### src/rtl/fetch_unit.sv
// Instruction-fetch stage and IF/ID pipeline register. It owns the PC, issues
// the instruction-memory request and applies the decode controller's decisions.
module fetch_unit #(
  parameter logic [31:0] RESET_PC = 32'h0000_0000,
  parameter logic [31:0] NOP_WORD = 32'h0000_0000
) (
  input  logic        CLK,
  input  logic        RST,
  input  logic        WPCIR,
  input  logic        BRANCH,
  input  logic        JUMP,
  input  logic        JR,
  input  logic        DBPS,
  input  logic        SMC,
  input  logic        SMC2,
  input  logic        FIN,
  input  logic [31:0] RSVAL,
  input  logic        IMEM_RDY,
  input  logic [31:0] IMEM_DATA,
  output logic        IMEM_REQ,
  output logic [31:0] IMEM_ADDR,
  output logic [31:0] IFPC,
  output logic [31:0] IDPC,
  output logic [31:0] IDIR,
  output logic        IDVALID,
  output logic        HALTED
);

  typedef enum logic {S_RUN, S_HALT} state_t;

  state_t      state;
  logic        req_q;
  logic        halted_q;
  logic [31:0] pc_p0;
  logic [31:0] idpc_p1;
  logic [31:0] idir_p1;
  logic        vld_p1;
  logic [31:0] target;

  // Redirect target for the instruction currently in ID. DBPS only matters
  // for conditional branches; jr wins over j/jal.
  function automatic logic [31:0] redirect_target(
    input logic        jump,
    input logic        jr,
    input logic        dbps,
    input logic [31:0] idpc,
    input logic [31:0] idir,
    input logic [31:0] rsval
  );
    logic        [31:0] pcp4;
    logic signed [31:0] offset;
    pcp4   = idpc + 32'd4;
    offset = {{14{idir[15]}}, idir[15:0], 2'b00};
    if (jr)
      return rsval;
    else if (jump)
      return {pcp4[31:28], idir[25:0], 2'b00};
    else if (dbps)
      return pcp4 + $unsigned(offset);
    else
      return pcp4;
  endfunction

  assign target = redirect_target(JUMP, JR, DBPS, idpc_p1, idir_p1, RSVAL);

  // Stage p0 (IF): PC and memory request; stage p1 (ID): IF/ID register.
  always_ff @(posedge CLK) begin
    if (RST) begin
      state    <= S_RUN;
      req_q    <= 1'b1;
      halted_q <= 1'b0;
      pc_p0    <= RESET_PC;
      idpc_p1  <= RESET_PC;
      idir_p1  <= NOP_WORD;
      vld_p1   <= 1'b0;
    end else if (state == S_HALT) begin
      state <= S_HALT;
    end else if (FIN) begin
      state    <= S_HALT;
      req_q    <= 1'b0;
      halted_q <= 1'b1;
      idir_p1  <= NOP_WORD;
      vld_p1   <= 1'b0;
    end else if (SMC) begin
      // A store overwrote the instruction in ID: refetch it, even under stall.
      pc_p0   <= idpc_p1;
      idir_p1 <= NOP_WORD;
      vld_p1  <= 1'b0;
    end else if (WPCIR) begin
      pc_p0 <= pc_p0;
    end else if (BRANCH) begin
      pc_p0   <= target;
      idir_p1 <= NOP_WORD;
      vld_p1  <= 1'b0;
    end else if (SMC2) begin
      idir_p1 <= NOP_WORD;
      vld_p1  <= 1'b0;
    end else if (IMEM_RDY) begin
      pc_p0   <= pc_p0 + 32'd4;
      idpc_p1 <= pc_p0;
      idir_p1 <= IMEM_DATA;
      vld_p1  <= 1'b1;
    end else begin
      idir_p1 <= NOP_WORD;
      vld_p1  <= 1'b0;
    end
  end

  assign IMEM_REQ  = req_q;
  assign HALTED    = halted_q;
  assign IMEM_ADDR = pc_p0;
  assign IFPC      = pc_p0;
  assign IDPC      = idpc_p1;
  assign IDIR      = idir_p1;
  assign IDVALID   = vld_p1;

endmodule

### config.mk
export PLATFORM = sky130hd
export DESIGN_NAME = fetch_unit
export DESIGN_NICKNAME = d
export VERILOG_FILES = /design/src/rtl/fetch_unit.sv
export SDC_FILE = /design/constraint.sdc
export NUM_CORES = 1
export LEC_CHECK = 0
export BUFFER_PORTS_ARGS = -buffer_cell sky130_fd_sc_hd__buf_2
export CAP_MARGIN = 0
export CORE_MARGIN = 1
export CORE_UTILIZATION = 49
export DETAILED_ROUTE_END_ITERATION = 8
export PLACE_DENSITY = 0.88
export REMOVE_ABC_BUFFERS = 1
export SYNTH_ARGS = -nofsm -noshare
export SYNTH_HDL_FRONTEND = slang
export SYNTH_SLANG_ARGS = --single-unit
### constraint.sdc
create_clock -name CLK -period 3.1 [get_ports CLK]
set_input_delay 0.155 -clock CLK [delete_from_list [all_inputs] [get_ports CLK]]
set_output_delay 0.155 -clock CLK [all_outputs]
set_load 0.02 [all_outputs]
==> results_dict.tcl <==
set metrics [dict create \
    rsz0062_at_grt "yes" \
    drv_cap 0 \
    ir_drop_uv 283 \
    wl_per_cell_um 20.4 \
    grt_first_pass_wirelength_um 47100 \
    die_w_um 127 \
    dpl.hpwl_um 22000 \
    drive_gt1_share_pct 39.8 \
    p_comb_share_pct 17.2 \
    crit_path_max_fanout 4 \
    fmax_ghz 0.292 \
    multiInputGateArea_sq_mm 0.00573 \
    critPathCaptureType "register" \
    crit_chain "and4_4 > nand3_4 > buf_4 > nor2_4 > and4_4 > xnor2_4 > ha_2 > buf_4 > a21oi_2 > o21bai_1 > a21oi_1 > or3b_4 > o211a_4 > a2111oi_2 > a211oi_1 > a211oi_1" \
    nets 1489 \
    die_area_sq_mm 0.0162 \
    grt_pass1_vias 8978 \
    leakage_uw 0.00504 \
    io_buffer_count 205 \
    dieHeight_um 127 \
    clock_path_buffers 2 \
    cts_inserted_buffers 9 \
    initial_core_util_pct 50.3 \
    fillers 1146 \
    cts.clk_slew.worst_paths_ns 0.08 \
    yosysTopAreaCellShare_pct 26.1 \
    critPathLaunchType "register" \
    place_congestion 1.05 \
    final-seq-area_sq_mm 0.00202 \
    run_status "complete, but fails checks" \
    worstSkewPairLatency_ns 0.37 \
    drc 0 \
    first_pass_iters 6 \
    tns_ns -3.29 \
    arrival_ns 3.70 \
    maxSlewHeadroom_pct 36.0 \
    root_buffer "clkbuf_16" \
    switching_share_pct 32.0 \
    synth.area.top_cells "dfxtp_1 26%, nand2_1 7.1%, ha_1 6.2%" \
    grt_antenna_before_repair 0 \
    p_seq_share_pct 45.3 \
    placed_cells 1541 \
    core_area_sq_mm 0.0153 \
    seq_area_frac_synth_pct 26.1 \
    worstSetupPathType "register to register" \
    switchingPower_uw 961 \
    cts.sinks 100 \
    period_needed_ns 3.42 \
    grt_overflow_total 0 \
    synth_area_sq_mm 0.00767 \
    syn_inst 1044 \
    htree_num_levels 3 \
    worstHoldPathCells 3 \
    crit_slowest_cell "or3b_4" \
    post-route-period-util_pct 110 \
    antenna_cells 0 \
    critPathMaxStageDelay_ns 0.43 \
    timing.final.max_slew_violations 0 \
    pin_count 206 \
    p_clk_share_pct 37.5 \
    setup_viol 19 \
    synth_cell_type_count 71 \
    tightest_slew_ns 0.959 \
    crit_required_ns 3.38 \
    track_usage_pct 37.7 \
    synth.ff_latch_count 100 \
    synthToLayoutAreaGrowth_pct 44.4 \
    grt_max_degree 66 \
    timing.final.ws_setup_ns -0.322 \
    violations "setup timing" \
    synth.most_common_cell "nand2_1" \
    synth_largest_area_cell "dfxtp_1" \
    r2r_cells 16 \
    fin_cells 1590 \
    std_cell_rows 45 \
    ys.warnings.count 0 \
    synth_edf_count 0 \
    avgSynthCellArea_sq_um 7.35 \
    vias_per_cell 6.23 \
    totalWireLength_um 32400 \
    ant_nets 0 \
    ctsHoldBuffers 0 \
    finalClockSkew_ns 0.0122 \
    internal_power_uw 2040 \
    yosys_most_used_dff "dfxtp_1" \
    async_reset_ff_share_pct 0 \
    cts_tree "yes" \
    power_density_mw_per_mm2 271 \
    vias 9905 \
    drtIter0Drc 1007 \
    yosys-top-cells-count "146 x nand2_1, 111 x nor2_1, 100 x dfxtp_1, 91 x a21oi_1, 54 x clkbuf_1" \
    min_path_type "primary input to register" \
    hold_viol 0 \
]
[kinds of logic (layout without fill, tap and decap cells)]
family / Yosys count / count (layout) / synth area share, %
simple gates: 384 / 384 / 22.8
compound gates: 324 / 324 / 28.0
buf+inv: 118 / 453 / 7.37
flops: 100 / 100 / 26.1
xor+xnor: 71 / 71 / 8.11
fa+ha+maj: 39 / 39 / 6.46
mux: 8 / 8 / 1.11
[per-stage QoR]
step	hold slack [ns]	worst slack (ns)	utilization [%]	instance area, sq um	power, uW
after floorplan	0.221	-0.516	-	7190	1610
after global placement	0.399	-0.409	64.3	9820	1870
after detailed placement	0.402	-0.449	64.3	9820	1880
after CTS	0.0238	-0.202	69.0	10500	2970
after global routing	0.0529	-0.473	72.6	11100	3080
final	0.0289	-0.322	72.6	11100	3000
[layer usage]
metal  vias to the layer above  part of all wire, %  global-route usage [%]
met5                         -                    0                       0
met4                         0                  5.8                    18.6
met3                       178                   12                    7.20
met2                       752                   44                    61.2
met1                      4576                   37                    47.9
li1                       4399                    -                       -
[power by group through the flow]
stage / logic, uW / clock network, uW / registers (uW)
CTS: 494 / 1120 / 1360
global route: 546 / 1170 / 1360
global placement: 482 / 0 / 1390
floorplan: 168 / 0 / 1440
finish: 517 / 1120 / 1360
detailed placement: 488 / 0 / 1390
[area by class of cell]
class	instances	share of cell area, %
repair buffers	415	24.4
clock buffers	9	2.03
clock inverters	6	0.452
inverters	23	0.779
well taps	211	2.38
multi-input cells	826	51.7
flip-flops and latches	100	18.2
[critical path: cells and delay by family, from the launching register on]
kind                     cells  cell delay [ns]
AND/OR/NAND/NOR              5             1.20
AO/OA/AOI/OAI                7             1.18
flip-flops                   1             0.33
buffers and inverters        2             0.27
adder cells (fa/ha/maj)      1             0.21
XOR/XNOR                     1             0.13
[placed cells by master (no fill, tap or decap), types with 8 or more instances in the layout]
master	Yosys	layout
a211oi_1	23	19
a21o_1	16	16
a21oi_1	91	79
a21oi_2	2	12
a22oi_1	35	35
a31oi_1	9	9
buf_2	2	204
buf_4	32	188
buf_6	0	22
clkbuf_16	0	9
dfxtp_1	100	89
dfxtp_2	0	9
ha_1	38	31
inv_1	22	22
nand2_1	146	141
nand2b_1	9	9
nand3_1	36	30
nand4_1	16	16
nor2_1	111	103
nor3_1	15	13
o211ai_1	18	18
o21ai_0	52	38
o21ai_1	2	9
o221ai_1	8	8
o22ai_1	9	9
xnor2_1	45	32
xnor2_2	0	11
xor2_1	26	19
[flip-flops by register name, summed over array words and instances, names as in the netlist]
register / cells
state: 1
IDPC: 32
HALTED: 1
IDVALID: 1
IMEM_REQ: 1
IFPC: 32
IDIR: 32
[path summary, 6_finish.rpt]
kind         slack [ns]  endpoint  startpoint
min reg2reg        0.45    HALTED      HALTED
min                0.03  IFPC[18]   RSVAL[18]
max               -0.32  IFPC[24]     IDPC[7]
max reg2reg       -0.32  IFPC[24]     IDPC[7]
[repair_timing]
| action | CTS | global route |
|---|---|---|
| gates resized for setup | 83 | 80 |
| setup buffers | 13 | 24 |
| pin swaps | 45 | 51 |
| setup endpoints to repair | 18 | 22 |
Note: power is estimated with default switching activity, not from simulation.
